### src/rtl/pc_sequencer.sv
// Instruction-side sequencer: owns the PC, fetches over a req/ack handshake,
// issues each word to the decoder and resolves the next PC once execution completes.
module pc_sequencer #(
    parameter logic [31:0] RESET_PC = 32'h0040_0000
) (
    input  logic        clk,
    input  logic        reset,
    output logic        imem_req,
    output logic [31:0] imem_addr,
    input  logic        imem_ack,
    input  logic [31:0] imem_rdata,
    output logic [31:0] instr,
    output logic        instr_valid,
    input  logic        exec_done,
    input  logic        Beq,
    input  logic        Bne,
    input  logic        J,
    input  logic        Jal,
    input  logic        Jr,
    input  logic        zero,
    input  logic [31:0] rs_data,
    output logic [31:0] pc,
    output logic [31:0] link_addr,
    output logic        misalign,
    output logic [31:0] retired
);

    typedef enum logic [1:0] {
        FETCH = 2'd0,
        ISSUE = 2'd1,
        EXEC  = 2'd2,
        HALT  = 2'd3
    } state_t;

    state_t      state_reg;
    logic [31:0] pc_reg;
    logic [31:0] instr_reg;
    logic [31:0] link_reg;
    logic [31:0] retired_reg;
    logic        req_reg;
    logic        valid_reg;
    logic        misalign_reg;

    logic [31:0] pc4;
    logic [31:0] branch_target;
    logic [31:0] pc_next;

    // Next-PC selection; Jr dominates, then jumps, then taken branches.
    always_comb begin
        pc4           = pc_reg + 32'd4;
        branch_target = pc4 + {{14{instr_reg[15]}}, instr_reg[15:0], 2'b00};
        pc_next       = pc4;
        if (Jr) begin
            pc_next = rs_data;
        end else if (J || Jal) begin
            pc_next = {pc4[31:28], instr_reg[25:0], 2'b00};
        end else if (Beq && zero) begin
            pc_next = branch_target;
        end else if (Bne && !zero) begin
            pc_next = branch_target;
        end
    end

    always_ff @(posedge clk) begin
        if (reset) begin
            state_reg    <= FETCH;
            pc_reg       <= RESET_PC;
            instr_reg    <= 32'd0;
            link_reg     <= RESET_PC + 32'd4;
            retired_reg  <= 32'd0;
            req_reg      <= 1'b1;
            valid_reg    <= 1'b0;
            misalign_reg <= 1'b0;
        end else begin
            case (state_reg)
                FETCH: begin
                    valid_reg <= 1'b0;
                    if (imem_ack) begin
                        instr_reg <= imem_rdata;
                        valid_reg <= 1'b1;
                        req_reg   <= 1'b0;
                        state_reg <= ISSUE;
                    end
                end
                ISSUE: begin
                    valid_reg <= 1'b0;
                    state_reg <= EXEC;
                end
                EXEC: begin
                    if (exec_done) begin
                        retired_reg <= retired_reg + 32'd1;
                        // A misaligned target freezes the PC and parks the sequencer.
                        if (pc_next[1:0] != 2'b00) begin
                            misalign_reg <= 1'b1;
                            state_reg    <= HALT;
                        end else begin
                            pc_reg    <= pc_next;
                            link_reg  <= pc_next + 32'd4;
                            req_reg   <= 1'b1;
                            state_reg <= FETCH;
                        end
                    end
                end
                HALT: begin
                    req_reg   <= 1'b0;
                    valid_reg <= 1'b0;
                end
                default: begin
                    state_reg <= HALT;
                end
            endcase
        end
    end

    assign imem_req    = req_reg;
    assign imem_addr   = pc_reg;
    assign instr       = instr_reg;
    assign instr_valid = valid_reg;
    assign pc          = pc_reg;
    assign link_addr   = link_reg;
    assign misalign    = misalign_reg;
    assign retired     = retired_reg;

endmodule
### config.mk
export PLATFORM = sky130hd
export DESIGN_NAME = pc_sequencer
export DESIGN_NICKNAME = d
export VERILOG_FILES = /design/src/rtl/pc_sequencer.sv
export SDC_FILE = /design/constraint.sdc
export NUM_CORES = 1
export LEC_CHECK = 0
export CORE_MARGIN = 4
export CORE_UTILIZATION = 37
export CTS_BUF_LIST = sky130_fd_sc_hd__clkbuf_4
export CTS_CLUSTER_SIZE = 20
export DETAILED_ROUTE_END_ITERATION = 16
export SLEW_MARGIN = 20
export SYNTH_ARGS = -nofsm -noshare
export SYNTH_HDL_FRONTEND = slang
export SYNTH_SLANG_ARGS = --single-unit
### constraint.sdc
create_clock -name clk -period 10.5 [get_ports clk]
set_input_delay 1.05 -clock clk [delete_from_list [all_inputs] [get_ports clk]]
set_output_delay 1.05 -clock clk [all_outputs]
set_load 0.005 [all_outputs]
# Yosys cells after proc, flatten, opt, wreduce, memory -nomap -nowiden
# Index checks and enable logic that the tools add are counted.
# totals
register_bits,133
inputBits,74
output_inout_bits,163
elab_cells,49
# op_classes
addsub,4
n_eq_ne,6
n_mux,14
n_bitwise,1
n_reduce_logical,16
# ops
operator,n
$mux 32,4
$add 32x3->32 const B,2
$add 32x1->32 const B,1
$add 32x32->32,1
$reduce_and 3->1,3
$mux 2,3
$ne 2x2->1 const B,3
$pmux 2 s3,1
$reduce_bool 3->1,2
$eq 2x2->1 const B,2
$mux 1,4
$reduce_and 2->1,2
$reduce_and 4->1,1
$reduce_bool 2->1,2
$pmux 1 s3,1
$eq 2x1->1 const B,1
$logic_and 1x1->1,2
$logic_not 2->1,1
$pmux 1 s2,1
$reduce_or 2->1,1
$logic_not 1->1,1
$logic_or 1x1->1,1
$not 1->1,1

# Logic depth before layout (Yosys ltp)
# Gate-level depths: netlist of run 1.
# logic_depth
depth_word,10
mapped_depth,21
mapped_depth_nobuf,19

# Worst setup path before layout of run 1
# No wires, ideal clock.
# synth_timing
path_type,register to register
from,"register pc_reg[2], in the netlist imem_addr[2]"
to,"register link_reg[29], in the netlist link_addr[29]"
setup_ps,86
arrival_time_ps,4587
required_ps,10414
path_slack_ps,5828
path_stages_with_launch,22
n_path_buf,2
period_less_slack_ps,4672
cell_sequence,dfxtp_1 > ha_1 > and4_1 > nand3_2 > or2_1 > clkbuf_1 > nor3_1 > xnor2_1 > inv_1 > ha_1 > clkbuf_1 > a21oi_1 > o21ai_0 > a211oi_1 > nand3_1 > a41oi_1 > xnor2_1 > o221ai_1 > or4_4 > nor4_2 > xor2_1 > a211oi_1
# synth_via
elab_chain_cells,7
# synth_rtl
item,line_no,text
from (decl),36,logic [31:0] pc_reg;
from (signal assigned),97,pc_reg <= pc_next;
$add 32x3->32 (*),50,pc4 = pc_reg + 32'd4;
$add 32x32->32,51,"branch_target = pc4 + {{14{instr_reg[15]}}, instr_reg[15:0], 2'b00};"
$mux 32,59,end else if (Bne && !zero) begin
$mux 32,57,end else if (Beq && zero) begin
$mux 32 (*),55,end else if (J || Jal) begin
$mux 32 (*),53,if (Jr) begin
$add 32x3->32 (*),98,link_reg <= pc_next + 32'd4;
to (signal assigned),69,link_reg <= RESET_PC + 32'd4;
to (signal assigned),98,
to (decl),38,logic [31:0] link_reg;
# Every way passes the cells marked *; elsewhere a longest branch is shown, timed or not.
# A chain may end at the register's enable or synchronous reset.

# Worst setup path in the final report of run 1
# layout_timing
from,"register pc_reg[2], in the netlist imem_addr[2]"
to,"register link_reg[30], in the netlist link_addr[30]"
# The elaborated chain is that of the path after synthesis.

==> results by group, run 1 <==
Placed design
  • Placer Congestion: 0.989
  • DP Cell Count: 1682
  • I/O Buffers: 236
  • Post-DP Area: 0.0113 sq mm
  • DP HPWL: 26300 um

Synth
  • Seq/Total Area, Yosys: 29.0%
  • Synth Flop Type: dfxtp_1
  • Number of synthesized flops with an enable pin: 0
  • Syn avg cell area: 7.39 sq um
  • Count leader, synth: nand2_1
  • FF+latch count, synth: 131
  • Commonest cells in the netlist: 193 x nand2_1, 131 x dfxtp_1, 126 x nor2_1, 114 x a21oi_1, 58 x o21ai_0
  • Post-Syn Area: 0.00904 sq mm
  • Syn Inst Count: 1223
  • Synth Warn #: 0
  • Post-synth top area share: 29.0%
  • Mapped Nets: approximately 1300
  • Ys async rst share: 0%
  • Post-synth top area cell: dfxtp_1
  • Synth cell types: 73
  • Ranking of synthesized cells by area: dfxtp_1 29%, nand2_1 8.0%, a21oi_1 6.3%, ha_1 5.5%, nor2_1 5.2%

Critical path
  • Arrival time worst endpoint: 6.13 ns
  • Critical-path cell list: ha_1 -> and4_1 -> a21boi_0 -> or2_2 -> ha_1 -> a21oi_1 -> or2_2 -> a311oi_1 -> or3_1 -> a31oi_1 -> a311oi_1 -> nor4b_2 -> nand4_2 -> nor4_1 -> xor2_1 -> a211oi_1
  • Crit start category: flop
  • Critical-path maximum fanout: 7
  • Critical setup path kind: flop to flop
  • Critical Path Slowest Stage Cell: nor4b_2
  • Peak per-stage delay on the critical path: 0.65 ns
  • Critical Path End Type: flop
  • Required time of the critical path: 10.97 ns

Cells and area
  • P&R area growth vs syn: 28.7%
  • Post-route insts no fill: 1715
  • Layout cell share with drive strength beyond 1: 5.09%
  • Post-route cell area: 0.0116 sq mm
  • NumNets Final: 1497
  • Fillers: 2356

Clocking
  • Root Buffer Master: clkbuf_4
  • Post-CTS Resized: 0
  • Post-CTS Setup Bufs: 0
  • Num CTS Buffers: 17
  • Clock-pin slew of the registers on the worst-case setup and hold paths: 0.14 ns
  • Clk_lat worst skew: roughly 0.57 ns
  • Cts hold-fix bufs: 0
  • CTS tree: built
  • H-tree depth: 4
  • Clk sinks: 131
  • Worst-case clock buffer depth: 2

Floorplanning
  • IO Pins: between 200 and 250
  • Starting Density: 38.0%
  • Die Span X: 164 um
  • Die height: between 150 and 200 um
  • Row count: 56
  • Die area: around 0.027 sq mm
  • CORE AREA: between 0.02 and 0.025 sq mm

Timing
  • Slew HR: 30.0%
  • Clock Skews: ~0.042 ns
  • Tcrit/Tclk final: 53.9%
  • Clock period minus worst slack: 5.66 ns
  • Worst Tran Pin Value: 1.05 ns
  • Fmax: 177 MHz
  • Final setup fails: 0
  • Total negative setup slack: 0 ns
  • RSZ-0062 raised after global routing: false
  • Slew Viols, Final: 0
  • Hold Vio Cnt, Final: 0

Detailed routing
  • Vias: 9421
  • Residual DRC: 0
  • Drt pass-1 iters: 7
  • Initial drt markers: roughly 750
  • Routed len/inst: 20.0 um
  • Antenna Nets Post-Route: 0
  • WL final: between 30000 and 40000 um
  • Via/cell ratio: 5.49

Job
  • Max Cap Violations: 0

Global route
  • Largest net degree at the start of global routing: 97
  • Total gr overflow: 0
  • Antenna violations before repair: 1
  • First-pass GRT wire length: 51500 um
  • All-Layer GR Usage: 24.8%
  • Vias in the first global route: 8588

Power and ir drop
  • Power Density: 101 mW/mm^2
  • Leakage power: 4.15 nW
  • Maximum VDD drop: 0.0644 mV
  • Total power draw: 1.17 mW

Worst hold path
  • HP Class: flop to flop

Status
  • Status: complete, no violations
layout by cell type (no fill, tap or decap), types with 22 or more instances in the layout:
cell type / count
nor2_1: 125
a211oi_1: 34
dfxtp_1: 131
a21oi_1: 114
nor3_1: 29
o21ai_0: 58
xnor2_1: 29
ha_1: 40
nand3_1: 39
or3_1: 22
inv_1: 23
nand4_1: 25
clkdlybuf4s50_1: 234
xor2_1: 50
nand2_1: 192
cell type report:
type | count | area (sq um) | area share, %
antenna | 1 | 2.50 | 0.0215
clock buffer | 17 | 128 | 1.10
clock inverter | 15 | 161 | 1.39
inverter | 23 | 86.3 | 0.742
multi-input combinational | 965 | 5810 | 50.0
sequential | 131 | 2620 | 22.6
tap | 319 | 399 | 3.43
timing repair buffer | 244 | 2410 | 20.8
stage by stage:
stage | worst slack [ns] | hold WS, ns | util [%]
finish | 4.84 | 0.463 | 49.0
global route | 4.24 | 0.474 | 49.0
CTS | 4.89 | 0.468 | 48.9
global placement | 4.99 | 0.438 | 47.7
detailed placement | 4.94 | 0.447 | 47.7
floorplan | 5.83 | 0.448 | -
final timing paths:
kind	start	end	slack [ns]	cells past startpoint
setup / recovery	imem_addr[2]	link_addr[30]	4.84	16
hold / removal	link_addr[25]	link_addr[25]	0.46	2
setup reg to reg	imem_addr[2]	link_addr[30]	4.84	16
hold reg to reg	link_addr[25]	link_addr[25]	0.46	2
critical path, delay by kind of cell, from the launching register on:
kind	cells	cell delay [ns]
AND/OR/NAND/NOR	7	2.49
AO/OA/AOI/OAI	6	1.85
adder cells (fa/ha/maj)	2	0.65
flip-flops	1	0.47
XOR/XNOR	1	0.11
cell families after synthesis:
logic type	synth area share (%)
compound gates	21.3
fa+ha+maj	5.76
buf+inv	6.81
xor+xnor	7.84
flops	29.0
mux	0.900
simple gates	28.4
power by group:
part	internal (mW)	total [mW]	switching [mW]
combinational	0.116	0.270	0.154
clock	0.110	0.363	0.253
sequential	0.516	0.539	0.0229
total	0.742	1.17	0.431
per-layer routing:
layer	up-vias	GRT usage (%)	wire length, um
met5	-	0	0
li1	4651	-	-
met3	24	7.03	3000
met2	351	37.3	15200
met1	4395	35.6	15800
met4	0	4.88	408
No activity file was read; power rests on OpenSTA's default activity.
==> run 2: changes to the inputs <==
==> constraint.sdc (replaced) <==
create_clock -name clk -period 5.6 [get_ports clk]
set_input_delay 0.56 -clock clk [delete_from_list [all_inputs] [get_ports clk]]
set_output_delay 0.56 -clock clk [all_outputs]
set_load 0.005 [all_outputs]
==> run 2 against run 1 <==
Effect of this change:
- final area is 1.5% higher
- global-route usage rose by 0.65 points
- final cell count up 1.0%
- fmax rose by 8.1%
- sequential share of layout area fell by 0.34 points
- critical path depth increased by 1
- non-clock buffer count grew 17
- clock skew fell by 0.0028 ns
- via count decreased by 0.13%
- utilization increased by 0.75 points
- register-to-register slack lost 4.5 ns
- power rose by 93%
- critical endpoint unchanged
- largest cell class unchanged
- highest routed layer unchanged
==> results by group, run 2 (same netlist as run 1, synthesis figures left out) <==
Critical path
  • CP startpoint: imem_addr[2] (unchanged)
  • Arrival time worst endpoint: 5.72 ns (was 6.13 ns)
  • Critical-path cell list: ha_1 -> and4_1 -> a21boi_0 -> or2_2 -> ha_1 -> a21oi_1 -> or2_2 -> a311oi_1 -> or3_1 -> a31oi_1 -> a311oi_2 -> nor4b_2 -> buf_4 -> nand4_2 -> nor4_1 -> xor2_1 -> a211oi_1 (was ha_1 -> and4_1 -> a21boi_0 -> or2_2 -> ha_1 -> a21oi_1 -> or2_2 -> a311oi_1 -> or3_1 -> a31oi_1 -> a311oi_1 -> nor4b_2 -> nand4_2 -> nor4_1 -> xor2_1 -> a211oi_1)
  • CP Capture Point: link_addr[30] (unchanged)
  • FF-to-FF path depth: 17 (was 16)
  • Crit Reg-Reg Endpoint: link_addr[30] (unchanged)
  • Critical Path End Type: flop (unchanged)
  • Required time of the critical path: 6.08 ns (was 10.97 ns)
  • Critical setup path kind: flop to flop (unchanged)
  • FF-to-FF setup slack: 0.36 ns (was 4.84 ns)
  • Reg2reg start: imem_addr[2] (unchanged)
  • Crit start category: flop (unchanged)
  • Critical-path maximum fanout: 7 (unchanged)
  • Peak per-stage delay on the critical path: 0.56 ns (was 0.65 ns)
  • Critical Path Slowest Stage Cell: a311oi_1 (was nor4b_2)

Detailed routing
  • WL final: 34800 um (was 34400 um)
  • Antenna Nets Post-Route: 0 (unchanged)
  • Via/cell ratio: 5.43 (was 5.49)
  • Routed len/inst: 20.1 um (was 20.0 um)
  • Drt pass-1 iters: 7 (unchanged)
  • Vias: 9409 (was 9421)
  • Initial drt markers: 686 (was 749)
  • Residual DRC: 0 (unchanged)

Timing
  • Hold Vio Cnt, Final: 0 (unchanged)
  • Total negative setup slack: 0 ns (unchanged)
  • Setup WS post-layout: 0.364 ns (was 4.84 ns)
  • RSZ-0062 raised after global routing: false (unchanged)
  • Slew Viols, Final: 0 (unchanged)
  • Slew HR: 16.4% (was 30.0%)
  • Fmax: 191 MHz (was 177 MHz)
  • Worst Tran Pin Value: 1.24 ns (was 1.05 ns)
  • Final setup fails: 0 (unchanged)
  • Clock Skews: 0.0395 ns (was 0.0423 ns)
  • Clock period minus worst slack: 5.24 ns (was 5.66 ns)
  • Tcrit/Tclk final: 93.5% (was 53.9%)

Global route
  • Vias in the first global route: 8823 (was 8588)
  • Antenna violations before repair: 1 (unchanged)
  • Total gr overflow: 0 (unchanged)
  • All-Layer GR Usage: 25.5% (was 24.8%)
  • First-pass GRT wire length: 53000 um (was 51500 um)
  • Largest net degree at the start of global routing: 77 (was 97)

Worst hold path
  • Worst hold path depth: 2 (unchanged)
  • HP Class: flop to flop (unchanged)

Clocking
  • Clk sinks: 131 (unchanged)
  • H-tree depth: 4 (unchanged)
  • Clock-pin slew of the registers on the worst-case setup and hold paths: 0.16 ns (was 0.14 ns)
  • Post-CTS Setup Bufs: 0 (unchanged)
  • Clk_lat worst skew: 0.57 ns (about the same)
  • Worst-case clock buffer depth: 2 (unchanged)
  • CTS tree: built (unchanged)
  • Cts hold-fix bufs: 0 (unchanged)
  • Root Buffer Master: clkbuf_4 (unchanged)
  • Num CTS Buffers: 17 (unchanged)

Power and ir drop
  • Flop pwr share: 44.6% (was 45.9%)
  • Net Sw Power: 0.818 mW (was 0.431 mW)
  • Maximum VDD drop: 0.127 mV (was 0.0644 mV)
  • Leakage power: 4.23 nW (was 4.15 nW)
  • Clock network fraction of total power: 32.5% (was 31.0%)
  • Power Density: 191 mW/mm^2 (was 101 mW/mm^2)
  • Sw Share: 36.2% (was 36.7%)
  • Pint: 1.44 mW (was 0.742 mW)
  • Comb pwr share: 22.9% (was 23.1%)

Cells and area
  • Post-route cell area: 0.0118 sq mm (was 0.0116 sq mm)
  • Most frequent cells in the layout: 234 x clkdlybuf4s50_1, 192 x nand2_1, 131 x dfxtp_1 (unchanged)
  • Layout cell share with drive strength beyond 1: 6.52% (was 5.09%)
  • NumNets Final: 1514 (was 1497)
  • Fillers: 2367 (was 2356)
  • P&R area growth vs syn: 30.7% (was 28.7%)
  • Most common cell after layout, fill and taps aside: clkdlybuf4s50_1 (unchanged)

Placed design
  • Post-Place Worst Slack: 0.337 ns (was 4.94 ns)
  • DP HPWL: 26800 um (was 26300 um)
  • Post-DP Area: 0.0115 sq mm (was 0.0113 sq mm)
  • I/O Buffers: 236 (unchanged)
  • Placer Congestion: 0.925 (was 0.989)

Floorplanning
  • Row count: 56 (unchanged)
  • CORE AREA: 0.0238 sq mm (unchanged)
  • Die area: 0.0270 sq mm (unchanged)
  • Die height: 164 um (unchanged)
  • IO Pins: 237 (unchanged)
  • Starting Density: 38.0% (unchanged)
  • Die Span X: 164 um (unchanged)

Status
  • Status: complete, no violations (unchanged)

Job
  • Max Cap Violations: 0 (unchanged)
run 2: cell types whose count changed in the layout (fill, tap and decap cells not counted), sizes merged:
cell | before | now
clkinvlp | 1 | 3
diode | 1 | 2
buf | 10 | 27
clkinv | 5 | 4
inv | 32 | 30
bufinv | 0 | 1
run 2: worst max-delay path: cells and delay by family (launching register included):
family	cells	cell delay, ns
adders and majority gates	2	0.68
xor gates and xnor gates	1	0.11
and+or+nand+nor	7	1.99
DFF	1	0.47
buffers and inverters	1	0.18
AOI/OAI and AO/OA	6	1.72
run 2: area by class of cell:
| cell class | instances | area [sq um] | area share [%] |
|---|---|---|---|
| multi-input cells | 965 | 5840 | 49.4 |
| flip-flops and latches | 131 | 2620 | 22.2 |
| repair buffers | 261 | 2540 | 21.5 |
| well taps | 319 | 399 | 3.38 |
| clock inverters | 15 | 189 | 1.60 |
| clock buffers | 17 | 128 | 1.08 |
| inverters | 23 | 86.3 | 0.731 |
| diodes | 2 | 5.00 | 0.0424 |
run 2: power by group through the flow:
stage | Clock (mW) | Sequential, mW | Combinational, mW
final | 0.734 | 1.01 | 0.518
after global routing | 0.792 | 1.01 | 0.564
after CTS | 0.758 | 1.01 | 0.514
after detailed placement | 0 | 1.03 | 0.511
after global placement | 0 | 1.03 | 0.511
after floorplan | 0 | 1.02 | 0.274
run 2: worst min-delay path by stage:
stage,from,end,slack (ns)
6_report,link_addr[9],link_addr[9],0.47
5_1_grt,imem_rdata[28],instr[28],0.47
3_5_place_dp,link_addr[25],link_addr[25],0.45
4_1_cts,link_addr[25],link_addr[25],0.47
2_1_floorplan,link_addr[14],link_addr[14],0.45
3_3_place_gp,link_addr[25],link_addr[25],0.44
run 2: metal layers:
layer  track usage (%)  wire, um  part of all wire, %
met4              5.57       558                  1.6
met1              35.9     16100                   46
met2              38.8     15500                   44
met5                 0         0                    0
met3              7.10      2740                  7.9
run 2: timing repair:
item                                    CTS  global route
endpoints found under the hold margin     0             0
gates resized for setup                   0             6
endpoints found under the setup margin    0             7
run 2: metrics by stage:
| step | std cells | utilization [%] | total power, mW | hold slack (ns) |
|---|---|---|---|---|
| CTS | 1731 | 49.6 | 2.28 | 0.466 |
| finish | 1733 | 49.7 | 2.26 | 0.465 |
| global route | 1733 | 49.7 | 2.37 | 0.468 |
| detailed placement | 1699 | 48.3 | 1.54 | 0.448 |
| floorplan | 1223 | - | 1.29 | 0.448 |
| global placement | 1699 | 48.3 | 1.54 | 0.438 |
